`config.mk`:
```
export PLATFORM = sky130hd
export DESIGN_NAME = dtc_vote_accum
export DESIGN_NICKNAME = d
export VERILOG_FILES = /design/src/rtl/dtc_vote_accum.sv
export SDC_FILE = /design/constraint.sdc
export NUM_CORES = 1
export LEC_CHECK = 0
export CAP_MARGIN = 15
export CELL_PAD_IN_SITES_DETAIL_PLACEMENT = 0
export CELL_PAD_IN_SITES_GLOBAL_PLACEMENT = 1
export CORE_MARGIN = 4
export CORE_UTILIZATION = 40
export DETAILED_ROUTE_END_ITERATION = 16
export GPL_TIMING_DRIVEN = 1
export PLACE_DENSITY = 0.82
export SYNTH_ARGS = -nofsm -noshare
export SYNTH_HDL_FRONTEND = slang
export SYNTH_SLANG_ARGS = --single-unit
```
`constraint.sdc`:
```
create_clock -name clk -period 2.39 [get_ports clk]
set_clock_uncertainty 0.1 [all_clocks]
set_input_delay 0.239 -clock clk [delete_from_list [all_inputs] [get_ports clk]]
set_output_delay 0.239 -clock clk [all_outputs]
set_load 0.05 [all_outputs]
```
`src/rtl/dtc_vote_accum.sv`:
```
// Majority vote over a window of decision-tree classifier results: counts each
// 3-bit class, scans the eight counters for the winner, then holds the verdict.
module dtc_vote_accum #(
    parameter int WINDOW = 16,
    parameter int CNT_W  = 5
) (
    input  logic             clk,
    input  logic             rst,
    input  logic             in_valid,
    output logic             in_ready,
    input  logic [2:0]       in_class,
    output logic             out_valid,
    input  logic             out_ready,
    output logic [2:0]       out_class,
    output logic [CNT_W-1:0] out_count,
    output logic             out_tie
);

    typedef enum logic [1:0] {
        ACCUM = 2'd0,
        SCAN  = 2'd1,
        HOLD  = 2'd2
    } state_t;

    localparam logic [CNT_W-1:0] LAST_SMP = CNT_W'(WINDOW - 1);
    localparam logic [CNT_W-1:0] CNT_ONE  = CNT_W'(1);

    state_t           state;
    state_t           state_nxt;
    logic             live;
    logic             in_fire;
    logic             out_fire;

    logic [CNT_W-1:0] cnt [8];
    logic [CNT_W-1:0] smp;
    logic [3:0]       step;
    logic [CNT_W-1:0] cand_cnt;
    logic [2:0]       cand_cls;
    logic [CNT_W-1:0] best_cnt;
    logic [2:0]       best_cls;
    logic             best_tie;

    // live holds in_ready low during reset and until the first edge after it.
    always_ff @(posedge clk or posedge rst) begin
        if (rst) begin
            state <= ACCUM;
            live  <= 1'b0;
        end else begin
            // NOTE: sequential state uses non-blocking assignments so every flop
            // samples pre-edge values regardless of statement order.
            state <= state_nxt;
            live  <= 1'b1;
        end
    end

    always_comb begin
        // NOTE: every output of this block gets a default first, so no path
        // leaves a signal unassigned and no latch is inferred.
        state_nxt = state;
        in_ready  = 1'b0;
        out_valid = 1'b0;
        case (state)
            ACCUM: begin
                in_ready = live;
                if (in_valid && live && (smp == LAST_SMP)) state_nxt = SCAN;
            end
            SCAN: begin
                if (step == 4'd8) state_nxt = HOLD;
            end
            HOLD: begin
                out_valid = 1'b1;
                if (out_ready) state_nxt = ACCUM;
            end
            default: state_nxt = ACCUM;
        endcase
    end

    assign in_fire  = in_valid & in_ready;
    assign out_fire = out_valid & out_ready;

    // The scan registers each counter into cand_* one beat before comparing it,
    // keeping the 8:1 counter mux and the magnitude compare in separate cycles.
    always_ff @(posedge clk or posedge rst) begin
        if (rst) begin
            // NOTE: the counter bank is a handful of flops, not a RAM, so it is
            // reset; a stale window must never leak into the next verdict.
            for (int i = 0; i < 8; i++) cnt[i] <= '0;
            smp      <= '0;
            step     <= '0;
            cand_cnt <= '0;
            cand_cls <= '0;
            best_cnt <= '0;
            best_cls <= '0;
            best_tie <= 1'b0;
        end else if (out_fire) begin
            for (int i = 0; i < 8; i++) cnt[i] <= '0;
            smp      <= '0;
            step     <= '0;
            cand_cnt <= '0;
            cand_cls <= '0;
            best_cnt <= '0;
            best_cls <= '0;
            best_tie <= 1'b0;
        end else begin
            if (in_fire) begin
                cnt[in_class] <= cnt[in_class] + CNT_ONE;
                smp           <= smp + CNT_ONE;
                if (smp == LAST_SMP) step <= '0;
            end
            if (state == SCAN) begin
                step <= step + 4'd1;
                if (step < 4'd8) begin
                    cand_cnt <= cnt[step[2:0]];
                    cand_cls <= step[2:0];
                end
                if (step == 4'd1) begin
                    best_cnt <= cand_cnt;
                    best_cls <= cand_cls;
                    best_tie <= 1'b0;
                end else if (step != 4'd0) begin
                    // Strictly-greater update: the lowest class index wins ties.
                    if (cand_cnt > best_cnt) begin
                        best_cnt <= cand_cnt;
                        best_cls <= cand_cls;
                        best_tie <= 1'b0;
                    end else if (cand_cnt == best_cnt) begin
                        best_tie <= 1'b1;
                    end
                end
            end
        end
    end

    assign out_class = best_cls;
    assign out_count = best_cnt;
    assign out_tie   = best_tie;

endmodule
```
After elaboration in Yosys (flattened, before gate mapping) --
Index checks and enable logic that the tools add are counted. W data, S select, Z words.
Word-level totals: register bits 69, latch bits 0, memory bits (writable) 0, memory bits (read-only) 0, bits of input ports 7, output and inout port bits 11, logic and storage cells 101, memories kept 0
Operators by class: add/sub/neg operators 3, $mul 0, div/mod/pow operators 0, order comparisons 5, equal/unequal tests 9, shift-type cells 0, multiplexer cells 45, bitwise logic cells 4, reductions and logical operators 18
Operators by type and width (number):
- $mux W40 | 2
- $mux W5 | 15
- $bwmux W40 | 1
- $bmux W5 S3 | 2
- $mux W3 | 8
- $mux W4 | 4
- $demux W5 S3 | 1
- $reduce_bool A3 Y1 | 4
- $add A5 B1 Y5 const B | 2
- $reduce_and A3 Y1 | 3
- $ge A4 B4 Y1 const B | 2
- $mux W1 | 8
- $not A3 Y4 | 2
- $reduce_bool A4 Y1 | 2
- $mux W2 | 3
- $ne A2 B2 Y1 const B | 3
- $pmux W2 S3 | 1
- $reduce_bool A2 Y1 | 3
- $eq A5 B4 Y1 const B | 1
- $eq A5 B5 Y1 | 1
- $gt A5 B5 Y1 | 1
- $add A4 B1 Y4 const B | 1
- $eq A4 B1 Y1 const B | 1
- $eq A4 B4 Y1 const B | 1
- other kinds (8) | 12

Logic depth before layout (Yosys ltp) --
Gate-level depths: netlist of run 1.
depth after elaboration 8, mapped depth 11, mapped depth without buffers 8

Least setup slack after synthesis of run 1 --
No wires, ideal clock.
kind flip-flop to flip-flop, from register state[0], to register best_cls[1] (netlist: out_class[1]), setup time 0.070 ns, data arrival time 2.367 ns, data required time 2.220 ns, slack -0.147 ns, cell stages (with the launch flop) 7, path buffers 1, period minus slack after synthesis 2.537 ns, cell sequence dfrtp_1 -> nor2b_1 -> and2_1 -> a21oi_1 -> clkbuf_1 -> or4_1 -> nand3_1
Between the ends: word-level cells in the longest chain between the ends 5, elaborated cells between the ends (all ways) 9, those cells by class eq/ne (2); mux (2); bitwise (1); reduce/logical (4)
RTL lines:
- from (decl) | line 28 | state_t state;
- from (signal assigned) | line 51 | state <= state_nxt;
- $eq A2 B2 Y1 (*) | line 62 | case (state)
- $mux W1 (*) | line 62
- net out_valid | line 12 | output logic out_valid,
- $and A1 B1 Y1 (*) | line 79 | assign out_fire = out_valid & out_ready;
- $reduce_bool A3 Y1 (no source line) or $reduce_bool A2 Y1 (tied branches)
- $reduce_and A3 Y1 (no source line)
- to (signal assigned) | line 118 | best_cls <= cand_cls;
- to (signal assigned) | line 124 | best_cls <= cand_cls;
- to (decl) | line 40 | logic [2:0] best_cls;
Mark *: on every way through the listed nets, which the timed path passes. The rest lies on a longest branch. A chain may end at the register's enable or synchronous reset.

Worst setup path in the final report of run 1 --
from input port in_class[2], to register cnt[4] in the netlist's numbering
Between the ends: word-level cells in the longest chain between the ends 8, elaborated cells between the ends (all ways) 13, those cells by class add/sub (1); order compare (2); mux (8); bitwise (1); reduce/logical (1)
RTL lines:
- from (decl) | line 11 | input logic [2:0] in_class,
- $not A3 Y4 (not written as such) (*) | line 106 | cnt[in_class] <= cnt[in_class] + CNT_ONE;
- $bmux W5 S3, or another cell as far along | line 106
- $mux W5 (not written as such) or $logic_and A1 B1 Y1 (tied branches) | line 106
- $mux W5 (not written as such) | line 106
- $add A5 B1 Y5 or $demux W5 S3 (tied branches) | line 106
- $bwmux W40 (*) | line 106
- $mux W40 (*) | line 105 | if (in_fire) begin
- $mux W40 (*) | line 95 | end else if (out_fire) begin
- to (signal, indexed assignment) | line 106
- to (decl) | line 34 | logic [CNT_W-1:0] cnt [8];
Mark *: on every way between the ends. The rest lies on a longest branch, timed or not. The select of a mux whose other input is x is not followed.

==> results of run 1 <==
==> logic make-up after synthesis <==
group	synth area share [%]
AO/OA/AOI/OAI	14.35
XOR/XNOR	1.572
adder cells (fa/ha/maj)	3.603
buffers and inverters	4.847
flip-flops	45.20
multiplexers	11.53
other	0.09817
AND/OR/NAND/NOR	18.80
==> worst paths after layout <==
path,endpoint,slack (ps),depth (start not counted)
max in group asynchronous,cnt[39],1370,3
setup reg to reg,cnt[4],260,7
hold reg to reg,out_tie,390,1
min in group clk,out_tie,390,1
setup / recovery,cnt[4],160,9
hold / removal,cand_cls[0],160,2
==> report_power, final <==
group | internal [W] | leakage, nW | switching (W)
clock network | 0.000505 | 0.0935 | 0.000430
registers | 0.00160 | 0.826 | 0.000345
logic | 0.00118 | 1.04 | 0.00147
==> flip-flops by register name (all words and copies together) (netlist names) <==
register,flops
out_tie,1
cnt,40
smp,5
cand_cnt,5
step,4
out_count,5
state,2
live,1
cand_cls,3
out_class,3
==> critical path: cells and delay by family <==
family | cells | cell delay (ps)
fa+ha+maj | 1 | 210
simple gates | 2 | 230
xor+xnor | 1 | 140
buf+inv | 2 | 680
compound gates | 3 | 870
==> through the flow <==
stage	util, %	cell area [um2]
final	48.44	4497
after global routing	48.44	4497
after CTS	48.22	4477
after detailed placement	46.17	4287
after global placement	46.17	4287
after floorplan	-	3825
==> what timing repair did <==
| action | 4_1_cts | 5_1_grt |
|---|---|---|
| endpoints found under the hold margin | 0 | 0 |
| endpoints found under the setup margin | 8 | 16 |
| pin swaps | 0 | 1 |
| gates resized for setup | 2 | 6 |
==> cell type report <==
cell class                 instances  area (um2)  share of cell area (%)
clock buffer                      13       148.9                   3.311
clock inverter                     2       35.03                  0.7791
inverter                          15       56.30                   1.252
multi-input combinational        283        1936                   43.04
sequential                        69        1728                   38.43
tap                              129       161.4                   3.589
timing repair buffer              50       431.7                   9.599
==> per-layer routing <==
metal,track usage [%],vias to the layer above,share of wire (%)
met3,4.593,21,5.1
met1,22.74,1478,46
met5,0,-,0
met2,28.46,60,47
met4,5.735,0,2.2
li1,-,1498,-
==> cells in the final DEF, fill, tap and decap left out, drive strengths merged, types with 15 or more instances in the layout <==
cell type      Yosys  final
nor2              20     20
buf               10     33
o21ai             50     50
clkdlybuf4s50      0     15
nand2             38     38
a21oi             20     20
nand3             45     45
dfrtp             69     69
inv               15     15
==> results.sh, run 1 <==
export IMPL_cts_tree="built"
export IMPL_ys_dominant_reg_cell="sky130_fd_sc_hd__dfrtp_1"
export IMPL_clock_insertion_delay_worst_skew_ps=350
export IMPL_hold_worst_slack_ps=164.5
export IMPL_final_cells=561
export IMPL_max_freq_mhz=449.2
export IMPL_power_static_leakage_nw=1.956
export IMPL_timing_critical_path_cells="clkdlybuf4s50_1 -> nor2b_2 -> a221o_1 -> a221o_1 -> ha_2 -> nor3b_2 -> xor2_1 -> buf_4 -> o21ai_0"
export IMPL_placementRows=35
export IMPL_preCtsSetupSlack_ps=-392.7
export IMPL_power_density_mw_per_mm2=1230
export IMPL_worst_endpoint_arrival_ps=2380
export IMPL_worst_slack_ps=163.6
export IMPL_critical_path_most_common_cell="sky130_fd_sc_hd__a221o_1"
export IMPL_cts_hold_fix_buffers=0
export IMPL_cpPeakStageDelay_ps=520
export IMPL_grt_pass1_wl_mm=15.43
export IMPL_cts_post_setup_buffers_inserted=0
export IMPL_worst_slew_pin_transition_ps=573.4
export IMPL_ffs_latches_synth=69
export IMPL_finalSetupViolations=0
export IMPL_io_buffers=17
export IMPL_maxSlewViolCount=0
export IMPL_die_width_um=105.7
export IMPL_startpoint_kind_of_the_worst_setup_timing_path="input pin"
export IMPL_area_overhead_vs_synth_pct=17.72
export IMPL_final_replace_weighted_congestion=0.8869
export IMPL_timing_critical_path_to_type="flop"
export IMPL_fraction_of_the_yosys_area_taken_by_sequential_cells_pct=45.20
export IMPL_via_count=3057
export IMPL_run_status="finished, final reports clean"
export IMPL_via_per_inst=5.449
export IMPL_critical_path_slowest_cell="sky130_fd_sc_hd__clkdlybuf4s50_1"
export IMPL_detail_route_first_pass_iterations=6
export IMPL_core_area_mm2=0.009284
export IMPL_synth_top_cells_by_area="sky130_fd_sc_hd__dfrtp_1, sky130_fd_sc_hd__mux4_2, sky130_fd_sc_hd__nand3_1"
export IMPL_grt_antenna_before_repair=0
export IMPL_cts_root_buffer="sky130_fd_sc_hd__clkbuf_8"
export IMPL_drc_violations_left=0
export IMPL_regToRegStartpoint="cnt[10]"
export IMPL_syn_area_per_cell_um2=9.745
export IMPL_n_antenna_cell=0
export IMPL_final_min_period_over_clock_period_pct=93.15
export IMPL_die_h_um=105.7
export IMPL_final_net_count=446
export IMPL_grt_overflow_total=0
export IMPL_wire_per_inst_um=16.26
export IMPL_gr_usage_all_layers_pct=17.49
export IMPL_netlist_top_cells_count="sky130_fd_sc_hd__dfrtp_1, sky130_fd_sc_hd__nand3_1, sky130_fd_sc_hd__o21ai_0"
export IMPL_rsz0062_at_grt="no"
export IMPL_post_synth_top_area_fraction_pct=45.20
export IMPL_holdCritPathClass="in2async"
export IMPL_post_synth_top_count_cell="sky130_fd_sc_hd__dfrtp_1"
export IMPL_timing_setup_tns_ps=0
export IMPL_total_power_w=0.005531
export IMPL_worst_path_max_fanout=8
export IMPL_post_synth_top_area_cell="sky130_fd_sc_hd__dfrtp_1"
export IMPL_num_fill_cells=906
export IMPL_cts_max_path_buffers=2
export IMPL_ioPinCount=18
export IMPL_first_iter_violations=127
export IMPL_grt_pass1_vias=3060
export IMPL_final_layout_size_suffix_gt1_share_pct=17.59
export IMPL_detailed_place_hpwl_mm=6.228
export IMPL_timing_critical_path_required_ps=2550
export IMPL_yosys_warnings=0
export IMPL_cp_startpoint="in_class[2]"
export IMPL_cts_made_buffers=9
export IMPL_die_outline_area_mm2=0.01118
export IMPL_largest_net_degree_at_the_start_of_global_routing=45
export IMPL_irDropWorstVdd_mv=0.6131
export IMPL_synthesis_instances=392
export IMPL_htreeDepth=3
export IMPL_finalWorstPathRequiredPeriod_ps=2226
export IMPL_synth_cell_type_count=45
export IMPL_drv_max_cap_violation_count=0
export IMPL_syn_num_nets=410
export IMPL_numPlacedInstances=546
export IMPL_max_slew_margin_pct=61.72
export IMPL_drt_antenna_violating_nets=0
export IMPL_route_final_wire_length_mm=9.123
export IMPL_path_class="in2reg"
export IMPL_asyncSetResetFlopFracSynth_pct=100.0
export IMPL_initial_utilization_pct=41.15
export IMPL_tritoncts_num_sinks=69
export IMPL_final_hold_viol_count=0
export IMPL_number_of_flops_mapped_to_enable_cells_by_yosys=0
export IMPL_worst_setup_hold_path_clk_slew_ps=80
export IMPL_syn_cell_area_mm2=0.003820
(Power assumes the default switching activity.)
==> run 2: changes to the inputs <==
Settings changed: CORE_ASPECT_RATIO from default to 0.7.
==> run 2 against run 1 <==
Effect of this change:
- global-route usage is 0.29 points higher
- first-iteration DRC count is 69% higher
- final cell count stayed put
- worst hold slack better by 33 ps
- critical path type unchanged
==> results.sh, run 2 (same netlist as run 1, synthesis figures left out) <==
export IMPL_via_count=3183
export IMPL_final_replace_weighted_congestion=0.8810
export IMPL_largest_register_ff_count=40
export IMPL_grt_pass1_wl_mm=16.02
export IMPL_final_net_count=450
export IMPL_drv_max_cap_violation_count=0
export IMPL_largest_net_degree_at_the_start_of_global_routing=70
export IMPL_drc_violations_left=0
export IMPL_die_h_um=89.76
export IMPL_clock_insertion_delay_worst_skew_ps=340
export IMPL_max_flop_register="cnt"
export IMPL_detail_route_first_pass_iterations=4
export IMPL_area_overhead_vs_synth_pct=21.68
export IMPL_cts_post_setup_buffers_inserted=0
export IMPL_critical_path_slowest_cell="sky130_fd_sc_hd__clkdlybuf4s50_1"
export IMPL_ioPinCount=18
export IMPL_final_hold_viol_count=0
export IMPL_detailroute_wirelength_met3_um=423
export IMPL_postLayoutCoreUtil_pct=50.63
export IMPL_reg2reg_to="cnt[24]"
export IMPL_timing_setup_tns_ps=0
export IMPL_die_outline_area_mm2=0.01120
export IMPL_worst_endpoint_arrival_ps=2400
export IMPL_htreeDepth=3
export IMPL_holdCritPathClass="in2async"
export IMPL_cpPeakStageDelay_ps=530
export IMPL_rsz0062_at_grt="no"
export IMPL_timing_critical_path_to_type="flop"
export IMPL_cts_max_path_buffers=2
export IMPL_irDropWorstVdd_mv=0.7075
export IMPL_critical_path_capture_point="cnt[24]"
export IMPL_cts_tree="built"
export IMPL_timing_critical_path_cells="clkdlybuf4s50_1 -> nor2b_2 -> a221o_1 -> a221o_1 -> ha_1 -> nor3b_2 -> xor2_1 -> buf_4 -> o21ai_0"
export IMPL_tritoncts_num_sinks=69
export IMPL_placementRows=29
export IMPL_core_area_mm2=0.009180
export IMPL_reg2regPathDepth=7
export IMPL_grt_overflow_total=0
export IMPL_grt_antenna_before_repair=0
export IMPL_finalSetupViolations=0
export IMPL_power_density_mw_per_mm2=1304
export IMPL_die_width_um=124.8
export IMPL_via_per_inst=5.674
export IMPL_final_layout_size_suffix_gt1_share_pct=18.08
export IMPL_hold_worst_slack_ps=197.0
export IMPL_startpoint_kind_of_the_worst_setup_timing_path="input pin"
export IMPL_met1_wirelength_mm=4.690
export IMPL_timing_critical_path_required_ps=2540
export IMPL_n_antenna_cell=0
export IMPL_first_iter_violations=215
export IMPL_power_static_leakage_nw=2.050
export IMPL_path_class="in2reg"
export IMPL_ff2ff_setup_slack_ps=270
export IMPL_route_final_wire_length_mm=9.482
export IMPL_grt_pass1_vias=3107
export IMPL_regToRegStartpoint="cnt[10]"
export IMPL_io_buffers=17
export IMPL_maxSlewViolCount=0
export IMPL_max_freq_mhz=443.7
export IMPL_mostFrequentLayoutCells="sky130_fd_sc_hd__dfrtp_1, sky130_fd_sc_hd__nand3_1, sky130_fd_sc_hd__o21ai_0"
export IMPL_cp_startpoint="in_class[2]"
export IMPL_maxUsedRoutingLayer="met4"
export IMPL_max_slew_margin_pct=66.54
export IMPL_finalWorstPathRequiredPeriod_ps=2254
export IMPL_final_cells=561
export IMPL_met2_length_mm=4.174
export IMPL_drt_antenna_violating_nets=0
export IMPL_cts_root_buffer="sky130_fd_sc_hd__clkbuf_16"
export IMPL_critical_path_most_common_cell="sky130_fd_sc_hd__a221o_1"
export IMPL_run_status="finished, final reports clean"
export IMPL_detailed_place_hpwl_mm=6.479
export IMPL_numPlacedInstances=545
export IMPL_final_min_period_over_clock_period_pct=94.30
export IMPL_cts_made_buffers=9
export IMPL_wire_per_inst_um=16.90
export IMPL_total_power_w=0.006062
export IMPL_worst_path_max_fanout=8
export IMPL_initial_utilization_pct=41.61
export IMPL_layout_cells_most_common="sky130_fd_sc_hd__dfrtp_1"
export IMPL_worst_slew_pin_transition_ps=500.4
export IMPL_worst_setup_hold_path_clk_slew_ps=50
export IMPL_gr_usage_all_layers_pct=17.78
-- run 2: cell count changes in the layout (fill, tap and decap cells not counted), moves of 2 or more --
cell | previous run | this run
sky130_fd_sc_hd__clkbuf_8 | 10 | 3
sky130_fd_sc_hd__clkbuf_1 | 3 | 1
sky130_fd_sc_hd__clkbuf_16 | 0 | 9
sky130_fd_sc_hd__buf_4 | 32 | 35
-- run 2: power breakdown --
group          switching (W)  internal (W)  total (W)
clock               0.000488      0.000891    0.00138
sequential          0.000353       0.00160    0.00195
combinational        0.00150       0.00123    0.00273
-- run 2: metrics by stage --
step | setup slack, ps | instance area (um2)
after floorplan | -9.992 | 3825
after global placement | -227.8 | 4323
after detailed placement | -310.1 | 4323
after CTS | 28.01 | 4636
after global routing | 17.06 | 4648
final | 136.2 | 4648
-- run 2: area by class of cell --
class | instances | area [um2]
inverter | 15 | 56.30
clock buffer | 13 | 270.3
multi-input combinational | 283 | 1918
sequential | 69 | 1728
clock inverter | 3 | 42.54
timing repair buffer | 54 | 478.0
fill | 827 | 4532
tap | 124 | 155.1
-- run 2: worst min path at each step --
stage               slack, ps      start  depth (start not counted)  endpoint
floorplan                 250  out_ready                          1  state[1]
global placement          370    out_tie                          1   out_tie
detailed placement        380    out_tie                          1   out_tie
CTS                       220        rst                          3    smp[2]
global route              240        rst                          3    smp[2]
finish                    200        rst                          3    smp[2]
-- run 2: per-layer routing --
layer	vias to the layer above	global-route usage, %
li1	1511	-
met1	1563	26.09
met2	89	25.40
met3	20	4.502
met4	0	6.478
met5	-	0
-- run 2: worst max-delay path: cells and delay by family --
family                     cells  cell delay [ps]
AOI/OAI and AO/OA              3              890
xor gates and xnor gates       1              140
adders and majority gates      1              200
buffers and inverters          2              690
and+or+nand+nor                2              240
-- run 2: what timing repair did --
action	4_1_cts	5_1_grt
setup endpoints to repair	0	18
hold buffers	0	0
gates resized for setup	0	5
==> run 3: changes to the inputs <==
--- a/config.mk
+++ b/config.mk
@@ -11,3 +11,3 @@
 export CORE_ASPECT_RATIO = 0.7
-export CORE_MARGIN = 4
+export CORE_MARGIN = 10
 export CORE_UTILIZATION = 40
--- a/constraint.sdc
+++ b/constraint.sdc
@@ -4,2 +4,2 @@
 set_output_delay 0.239 -clock clk [all_outputs]
-set_load 0.05 [all_outputs]
+set_load 0.005 [all_outputs]
==> run 3 against run 2 <==
Effect of this change:
- the flow now finishes with violations (negative setup slack)
- clock-buffer cell count fell by 1
- non-clock buffer count rose by 1
- worst hold slack got worse by 41 ps
- sequential share of layout area fell by 0.067 points
- register-to-register slack got worse by 50 ps
- setup slack got worse by 140 ps
- maximum frequency fell by 5.9%
- combinational power fell by 6%
- total power fell by 1.4%
- utilization rose by 0.055 points
- final cell count rose by 0.18%
- critical endpoint unchanged
- largest power group unchanged
- highest routed layer unchanged
==> results.sh, run 3 (same netlist as run 1, synthesis figures left out) <==
export IMPL_layout_cells_most_common="sky130_fd_sc_hd__dfrtp_1"
export IMPL_timing_setup_tns_ps=-5.455
export IMPL_worst_setup_hold_path_clk_slew_ps=60
export IMPL_power_density_mw_per_mm2=1284
export IMPL_rsz0062_at_grt="yes"
export IMPL_irDropWorstVdd_mv=0.7092
export IMPL_worst_path_max_fanout=12
export IMPL_cts_max_path_buffers=2
export IMPL_final_layout_size_suffix_gt1_share_pct=18.04
export IMPL_critical_path_slowest_cell="sky130_fd_sc_hd__clkdlybuf4s50_1"
export IMPL_holdCritPathClass="in2async"
export IMPL_clock_insertion_delay_worst_skew_ps=330
export IMPL_route_final_wire_length_mm=9.675
export IMPL_die_width_um=136.8
export IMPL_critical_path_most_common_cell="sky130_fd_sc_hd__buf_4"
export IMPL_final_cells=562
export IMPL_regToRegStartpoint="cnt[20]"
export IMPL_drv_max_cap_violation_count=0
export IMPL_largest_net_degree_at_the_start_of_global_routing=29
export IMPL_via_per_inst=5.662
export IMPL_final_hold_viol_count=0
export IMPL_initial_utilization_pct=41.61
export IMPL_timing_critical_path_to_type="flop"
export IMPL_die_outline_area_mm2=0.01392
export IMPL_cts_made_buffers=9
export IMPL_reg2regPathDepth=7
export IMPL_levels_on_crit_path=10
export IMPL_grt_antenna_before_repair=0
export IMPL_ff2ff_setup_slack_ps=220
export IMPL_final_replace_weighted_congestion=0.9393
export IMPL_placementRows=29
export IMPL_htreeDepth=3
export IMPL_grt_overflow_total=0
export IMPL_cts_tree="built"
export IMPL_drc_violations_left=0
export IMPL_core_area_mm2=0.009180
export IMPL_numPlacedInstances=545
export IMPL_tritoncts_num_sinks=69
export IMPL_final_net_count=451
export IMPL_io_buffers=17
export IMPL_path_class="in2reg"
export IMPL_reg2reg_to="cnt[24]"
export IMPL_final_min_period_over_clock_period_pct=100.2
export IMPL_detail_route_first_pass_iterations=5
export IMPL_max_freq_mhz=417.5
export IMPL_largest_register_ff_count=40
export IMPL_drt_antenna_violating_nets=0
export IMPL_n_antenna_cell=0
export IMPL_ioPinCount=18
export IMPL_die_h_um=101.8
export IMPL_cts_root_buffer="sky130_fd_sc_hd__clkbuf_16"
export IMPL_cp_startpoint="in_class[1]"
export IMPL_grt_pass1_vias=3058
export IMPL_cpPeakStageDelay_ps=540
export IMPL_wire_per_inst_um=17.22
export IMPL_worst_endpoint_arrival_ps=2530
export IMPL_max_flop_register="cnt"
export IMPL_critical_path_n_buffers_inverters=3
export IMPL_maxSlewViolCount=0
export IMPL_num_fill_cells=819
export IMPL_area_overhead_vs_synth_pct=21.81
export IMPL_finalWorstPathRequiredPeriod_ps=2395
export IMPL_total_power_w=0.005977
export IMPL_startpoint_kind_of_the_worst_setup_timing_path="input pin"
export IMPL_timing_critical_path_required_ps=2530
export IMPL_mostFrequentLayoutCells="sky130_fd_sc_hd__dfrtp_1, sky130_fd_sc_hd__nand3_1, sky130_fd_sc_hd__o21ai_0"
export IMPL_finalSetupViolations=1
export IMPL_via_count=3182
export IMPL_run_status="finished, violations left"
export IMPL_gr_usage_all_layers_pct=14.64
export IMPL_violations="negative setup slack"
export IMPL_path_delay_family="buffers and inverters"
export IMPL_detailed_place_hpwl_mm=6.900
export IMPL_first_iter_violations=278
export IMPL_worst_slack_ps=-5.455
export IMPL_timing_critical_path_cells="clkdlybuf4s50_1 -> buf_4 -> and3b_1 -> a311oi_1 -> o22ai_1 -> ha_1 -> nor3b_2 -> xor2_1 -> buf_4 -> o21ai_0"
export IMPL_grt_pass1_wl_mm=16.13
export IMPL_power_static_leakage_nw=2.045
run 3: repair_timing:
item | 4_1_cts | 5_1_grt
setup buffers | 0 | 1
resized for setup | 2 | 3
gates cloned | 0 | 0
endpoints found under the setup margin | 6 | 14
hold buffers | 0 | 0
pin swaps | 0 | 1
run 3: per-layer routing:
metal / GRT usage [%] / vias up / part of all wire, %
li1: - / 1511 / -
met1: 21.00 / 1555 / 48
met2: 20.73 / 104 / 44
met3: 4.253 / 12 / 6.8
met4: 4.443 / 0 / 1.2
met5: 0 / - / 0
run 3: how the worst max path moves through the flow:
stage / end / slack [ps]
after global routing: cnt[24] / -80
after floorplan: cnt[14] / 30
final: cnt[24] / -5
after detailed placement: cnt[24] / -330
after CTS: cnt[17] / 20
after global placement: cnt[14] / -290
run 3: area by class of cell:
cell class	instances	area, um2	share of cell area [%]
clock buffers	12	256.5	5.512
clock inverters	4	70.07	1.506
inverters	15	56.30	1.210
multi-input cells	283	1922	41.30
flip-flops and latches	69	1727	37.11
well taps	124	155.1	3.334
repair buffers	55	466.7	10.03
run 3: where the power goes:
part | switching, W | total, W | internal [W]
clock network | 0.000490 | 0.00146 | 0.000967
logic | 0.00134 | 0.00256 | 0.00122
registers | 0.000362 | 0.00196 | 0.00160
total | 0.00219 | 0.00598 | 0.00378
run 3: per-stage QoR:
stage / utilization, % / hold slack, ps / area [um2] / setup WS, ps
2_1_floorplan: - / 247.6 / 3822 / 31.83
3_3_place_gp: 46.91 / 370.5 / 4307 / -288.9
3_5_place_dp: 46.91 / 378.2 / 4307 / -330.6
4_1_cts: 50.48 / 171.0 / 4634 / 18.51
5_1_grt: 50.69 / 199.1 / 4653 / -79.74
6_report: 50.69 / 155.8 / 4653 / -5.455
